[src/rtl/bp_cfg_boot_loader.sv]
// Boot-time configuration sequencer: freezes each core, programs its id and CCE mode,
// clears every LCE set, then unfreezes all cores and reports done.
module bp_cfg_boot_loader #(
   parameter int num_core_p       = 1,
   parameter int lce_sets_p       = 64,
   parameter int cfg_addr_width_p = 16,
   parameter int cfg_data_width_p = 32,
   localparam int core_w = (num_core_p > 1) ? $clog2(num_core_p) : 1
) (
   input  logic                        clk_i,
   input  logic                        reset_n_i,
   input  logic                        start_i,
   output logic                        cfg_v_o,
   input  logic                        cfg_ready_i,
   output logic [core_w-1:0]           cfg_core_o,
   output logic [cfg_addr_width_p-1:0] cfg_addr_o,
   output logic [cfg_data_width_p-1:0] cfg_data_o,
   output logic                        done_o
);

   localparam int set_w = (lce_sets_p > 1) ? $clog2(lce_sets_p) : 1;

   localparam logic [core_w-1:0] last_core = core_w'(num_core_p - 1);
   localparam logic [set_w-1:0]  last_set  = set_w'(lce_sets_p - 1);

   localparam logic [cfg_addr_width_p-1:0] addr_freeze   = cfg_addr_width_p'(16'h0001);
   localparam logic [cfg_addr_width_p-1:0] addr_core_id  = cfg_addr_width_p'(16'h0002);
   localparam logic [cfg_addr_width_p-1:0] addr_cce_mode = cfg_addr_width_p'(16'h0003);
   localparam logic [cfg_addr_width_p-1:0] addr_clear    = cfg_addr_width_p'(16'h0010);

   typedef enum logic [2:0] {
      IDLE,
      FREEZE,
      CORE_ID,
      CCE_MODE,
      CLEAR,
      UNFREEZE,
      DONE
   } state_e;

   state_e             state, state_nxt;
   logic [core_w-1:0]  core_cnt, core_nxt;
   logic [set_w-1:0]   set_cnt, set_nxt;

   always_ff @(posedge clk_i or negedge reset_n_i) begin
      if (!reset_n_i) begin
         state    <= IDLE;
         core_cnt <= '0;
         set_cnt  <= '0;
      end else begin
         state    <= state_nxt;
         core_cnt <= core_nxt;
         set_cnt  <= set_nxt;
      end
   end

   // Outputs decode from registered state only, so the payload cannot move during a stall
   // and cfg_v_o never sees cfg_ready_i combinationally.
   always_comb begin
      state_nxt  = state;
      core_nxt   = core_cnt;
      set_nxt    = set_cnt;
      cfg_v_o    = 1'b0;
      done_o     = 1'b0;
      cfg_core_o = '0;
      cfg_addr_o = '0;
      cfg_data_o = '0;

      case (state)
         IDLE: begin
            if (start_i) begin
               state_nxt = FREEZE;
               core_nxt  = '0;
               set_nxt   = '0;
            end
         end

         FREEZE: begin
            cfg_v_o    = 1'b1;
            cfg_core_o = core_cnt;
            cfg_addr_o = addr_freeze;
            cfg_data_o = cfg_data_width_p'(1);
            if (cfg_ready_i) state_nxt = CORE_ID;
         end

         CORE_ID: begin
            cfg_v_o    = 1'b1;
            cfg_core_o = core_cnt;
            cfg_addr_o = addr_core_id;
            cfg_data_o = cfg_data_width_p'(core_cnt);
            if (cfg_ready_i) state_nxt = CCE_MODE;
         end

         CCE_MODE: begin
            cfg_v_o    = 1'b1;
            cfg_core_o = core_cnt;
            cfg_addr_o = addr_cce_mode;
            cfg_data_o = cfg_data_width_p'(1);
            if (cfg_ready_i) state_nxt = CLEAR;
         end

         CLEAR: begin
            cfg_v_o    = 1'b1;
            cfg_core_o = core_cnt;
            cfg_addr_o = addr_clear;
            cfg_data_o = cfg_data_width_p'(set_cnt);
            if (cfg_ready_i) begin
               if (set_cnt == last_set) begin
                  set_nxt = '0;
                  if (core_cnt == last_core) begin
                     core_nxt  = '0;
                     state_nxt = UNFREEZE;
                  end else begin
                     core_nxt  = core_cnt + 1'b1;
                     state_nxt = FREEZE;
                  end
               end else begin
                  set_nxt = set_cnt + 1'b1;
               end
            end
         end

         UNFREEZE: begin
            cfg_v_o    = 1'b1;
            cfg_core_o = core_cnt;
            cfg_addr_o = addr_freeze;
            cfg_data_o = '0;
            if (cfg_ready_i) begin
               if (core_cnt == last_core) begin
                  core_nxt  = '0;
                  state_nxt = DONE;
               end else begin
                  core_nxt = core_cnt + 1'b1;
               end
            end
         end

         DONE: begin
            done_o = 1'b1;
            if (!start_i) state_nxt = IDLE;
         end

         default: state_nxt = IDLE;
      endcase
   end

endmodule

[config.mk]
export PLATFORM = sky130hd
export DESIGN_NAME = bp_cfg_boot_loader
export DESIGN_NICKNAME = d
export VERILOG_FILES = /design/src/rtl/bp_cfg_boot_loader.sv
export SDC_FILE = /design/constraint.sdc
export NUM_CORES = 1
export LEC_CHECK = 0
export ABC_AREA = 1
export BUFFER_PORTS_ARGS = -buffer_cell sky130_fd_sc_hd__buf_2
export CORE_MARGIN = 2
export CORE_UTILIZATION = 40
export CTS_CLUSTER_DIAMETER = 150
export DETAILED_ROUTE_END_ITERATION = 10
export GPL_TIMING_DRIVEN = 0
export HOLD_SLACK_MARGIN = 0.06
export PLACE_DENSITY = 0.74
export SLEW_MARGIN = 20
export SYNTH_ARGS = -nofsm -noshare
export SYNTH_HDL_FRONTEND = slang
export SYNTH_SLANG_ARGS = --single-unit
[constraint.sdc]
create_clock -name clk_i -period 1.2 [get_ports clk_i]
set_input_delay 0.3 -clock clk_i [delete_from_list [all_inputs] [get_ports clk_i]]
set_output_delay 0.3 -clock clk_i [all_outputs]
set_load 0.01 [all_outputs]
# Yosys cells after proc, flatten, opt, wreduce, memory -nomap -nowiden
# Cells that the tools add are included.
# W data, S select, Z words.
# word_totals
register_bits,10
input_bits,4
# op_classes
reduce_logical,9
n_addsub,2
eq_ne,16
muxes,26
# ops
operator,count
$mux W3,10
$pmux W3 S7,1
$pmux W5 S4,1
$mux W6,3
$ne A2 B2 Y1 const B,9
$pmux W6 S3,1
$pmux W6 S2,1
$eq A3 B3 Y1 const B,3
$reduce_and A9 Y1,1
$mux W1,8
$add A6 B1 Y6 const B,1
$eq A3 B2 Y1 const B,2
$eq A6 B6 Y1 const B,1
$reduce_and A5 Y1,1
$reduce_or A5 Y1,1
$reduce_or A2 Y1,2
$eq A3 B1 Y1 const B,1
$logic_not A3 Y1,1
$pmux W1 S3,1
$reduce_and A3 Y1,1
$reduce_bool A3 Y1,1
$reduce_bool A2 Y1,1
$add A1 B1 Y1 const B,1

# Depth between registers and ports, before layout
# depth
word_depth,5
depth_mapped,9
depth_no_buf,8

# Worst setup path after synthesis
# OpenSTA, ideal clock, no wires.
# synth_path
path_type,reg-to-output
startpoint,register state[0]
endpoint,output cfg_data_o[0]
required_time_ps,900
slack_ps,-36
t_arrival_ps,936
stages_incl_launch_ff,5
path_cell_list,dfrtp_1 -> buf_4 -> nor2_4 -> nand2_2 -> o22ai_1
# synth_between
elab_chain_len,3
elab_cells_between_ends,6
# synth_rtl
item,line,text
"start, declared",41,"state_e state, state_nxt;"
"start signal, assigned",51,state <= state_nxt;
$eq A3 B2 Y1 / $eq A3 B1 Y1 (equally long branches),69,case (state)
$reduce_or A2 Y1 (no source line),--,
$pmux W6 S3 (*),69,
"end, declared",17,"output logic [cfg_data_width_p-1:0] cfg_data_o,"
# Mark *: on every way between the ends. The rest lies on a longest branch, timed or not.

# Final worst setup path
# layout_path
startpoint,register state[1]
endpoint,output cfg_data_o[1]
# Same word-level chain as after synthesis.

==> results.yml <==
outcome:
  status: "complete, but fails checks"
  violations: "negative setup slack"
floorplan:
  core-area_um2: 2430
  rows: 18
  fp.dieW_um: 54.0
  fp.dieH_um: 54.0
  fp.dieArea_um2: 2920
  start_util: 0.412
  io_pins: 55
logic_synthesis:
  synth-compound-area-share: 0.0663
  synthTopCellsByArea: "buf_4 (31%), dfrtp_1 (23%), nand2_1 (9.0%)"
  ys_ff_latch: 9
  yosysUniqueCellTypes: 22
  ys_warn_count: 0
  synthesis.area_um2: 1000
  synth-seq-area-share: 0.225
  synth_xor_area_frac: 0.00875
  synth-edff-count: 0
  synth_flop_cell: "dfrtp_1"
  synth.top_cell.area_share: 0.315
  synthCells: 138
  synth_common_cells: "buf_4 (42), nand2_1 (24), inv_1 (13)"
  synth_area_per_cell_um2: 7.25
  yosys.area.top_type: "buf_4"
  yosys.area_share.simple: 0.305
  yosysMostFrequentCell: "buf_4"
  synth_top_family_by_area: "buffers and inverters"
  ys_async_sr_fraction: 1.00
  synth.area.mux_share: 0
  synth_adder_area_share: 0.0125
setup_path:
  cp-start-kind: "flip-flop"
  slowest_stage: "dfrtp_2"
  arrival_ps: 1240
  r2r_start: "state[1]"
  critPathTopFamily: "flip-flops"
  path_class: "reg2out"
  crit_path_max_fanout: 7
  worstPathRequired_ps: 900
  cp_cell_sequence: "nor2_4 -> nand2_4 -> nor2_1 -> buf_2"
  critPathCaptureType: "output pin"
  cp_slowest_stage_delay_ps: 470
  cp-startpoint: "state[1]"
  path_buf_inv: 1
layout:
  diodes: 0
  synthToLayoutAreaGrowth_pct: 48.5
  layout-drive-gt1-share: 0.481
  fin_nets: 216
  fin_util: 0.611
  fillers: 231
  design_area_um2: 1490
global_route:
  grt_max_degree: 11
  grt_overflow: 0
  grt_util_all_layers: 0.141
  grt_pass1_vias: 677
  grt_pass1_wl_um: 2930
  grt_antenna_before_repair: 0
clock_tree:
  clk_pin_slew_worst_paths_ps: 70
  clock-sinks: 9
  cts_tree: "yes"
  cts.htree.levels: 1
  insertion_delay_ps: 270
  clockBufferDepth: 2
  cts_inserted_buffers: 3
  cts_root_buf: "clkbuf_4"
worst_hold_path:
  hp-class: "in2async"
timing:
  min_period_ps: 1540
  finalWorstSetupSlack_ps: -341
  finalCritPeriodShare: 1.28
  rsz0062_at_grt: "yes"
  skew_ps: 1.08
  final-hold-violation-count: 0
  fmax_ghz: 0.649
  finalSetupViolCount: 20
  maxSlewViolCount: 0
pwr:
  p_per_area_nw_per_um2: 1610
  peakVddDrop_uv: 1040
  p_leak_nw: 0.875
placed_design:
  post-place-ws_ps: -144
  place.gp.congestion: 0.806
  place_area_um2: 1260
  io_buffers: 14
  hpwl_um: 1380
routing:
  wl_per_cell_um: 8.23
  drc: 0
  drtIter0Drc: 5
  via_count: 913
  via_per_inst: 3.80
  wl_um: 1980
  detail-route-antenna-nets: 0
  drtPass1Iterations: 4
flow_run:
  maxCapViolations: 0
-- worst register-to-register path, cell delays in order (launching register included) --
cell and delay [ps]:
dfrtp_2 470, nor2_4 160, buf_4 120, buf_4 100, o21ai_2 60, nor2_4 130
buf_6 140, o21ai_1 60, nand2_1 50, inv_1 30
-- power by group --
part,leakage [nW],total (W),internal (W),switching [W]
combinational,0.740,0.00170,0.000799,0.000902
clock,0.0150,0.000251,0.000129,0.000122
sequential,0.120,0.000446,0.000376,0.0000702
-- final timing paths --
path / endpoint / slack, ps / cells after the start
setup / recovery: cfg_data_o[1] / -340 / 4
hold / removal: set_cnt[1] / 410 / 2
setup reg to reg: set_cnt[3] / -220 / 9
hold reg to reg: set_cnt[1] / 570 / 2
max in group asynchronous: state[1] / 600 / 2
min in group clk_i: state[0] / 410 / 5
-- through the flow --
step	hold WS (ps)	setup TNS, ps	std cells	total power, W
after global routing	438	-6040	240	0.00258
final	406	-4790	240	0.00240
after CTS	415	-4210	234	0.00218
after detailed placement	165	-1330	221	0.00167
after floorplan	4.41	-40.9	177	0.00143
after global placement	163	-1220	221	0.00166
-- logic make-up (layout without fill, tap and decap cells) --
kind of cell	count (synthesis)	count (layout)
xor+xnor	1	1
compound gates	11	11
other cells	1	40
simple gates	58	58
fa+ha+maj	1	1
buf+inv	57	90
flops	9	9
-- final cells by class --
cell class / instances / area [um2] / share of cell area
Sequential cell: 9 / 226 / 0.152
Timing Repair Buffer: 29 / 195 / 0.131
Inverter: 14 / 55.1 / 0.0370
Tap cell: 30 / 37.5 / 0.0253
Multi-Input combinational cell: 111 / 612 / 0.412
Clock buffer: 4 / 26.3 / 0.0177
Buffer: 43 / 334 / 0.225
-- flip-flops by register name, summed over array words and instances, names as in the netlist --
name and cells:
set_cnt 6, state 3
-- layer usage --
layer / vias up / GRT usage / wire length, um
met2: 39 / 0.228 / 924
li1: 491 / - / -
met5: - / 0 / 0
met1: 378 / 0.172 / 856
met3: 5 / 0.0278 / 141
met4: 0 / 0.0875 / 53
-- what timing repair did --
action / CTS / global route
gates resized for setup: 16 / 8
pin swaps: 7 / 6
buffers inserted: 7 / 6
hold endpoints to repair: 9 / 0
hold buffers: 1 / 0
gates cloned: 1 / 0
setup endpoints to repair: 20 / 20
-- cells in the final DEF (no fill, tap or decap), types with 3 or more instances in the layout --
| master | n |
|---|---|
| clkbuf_4 | 3 |
| nor2_1 | 9 |
| conb_1 | 40 |
| nand2_4 | 6 |
| buf_6 | 5 |
| dfrtp_1 | 8 |
| o21ai_1 | 5 |
| buf_4 | 53 |
| buf_2 | 13 |
| nand2_1 | 21 |
| nand3_1 | 6 |
| nor2_4 | 5 |
| inv_1 | 12 |
| nor2_2 | 3 |
Power figures use the tool's default switching activity.
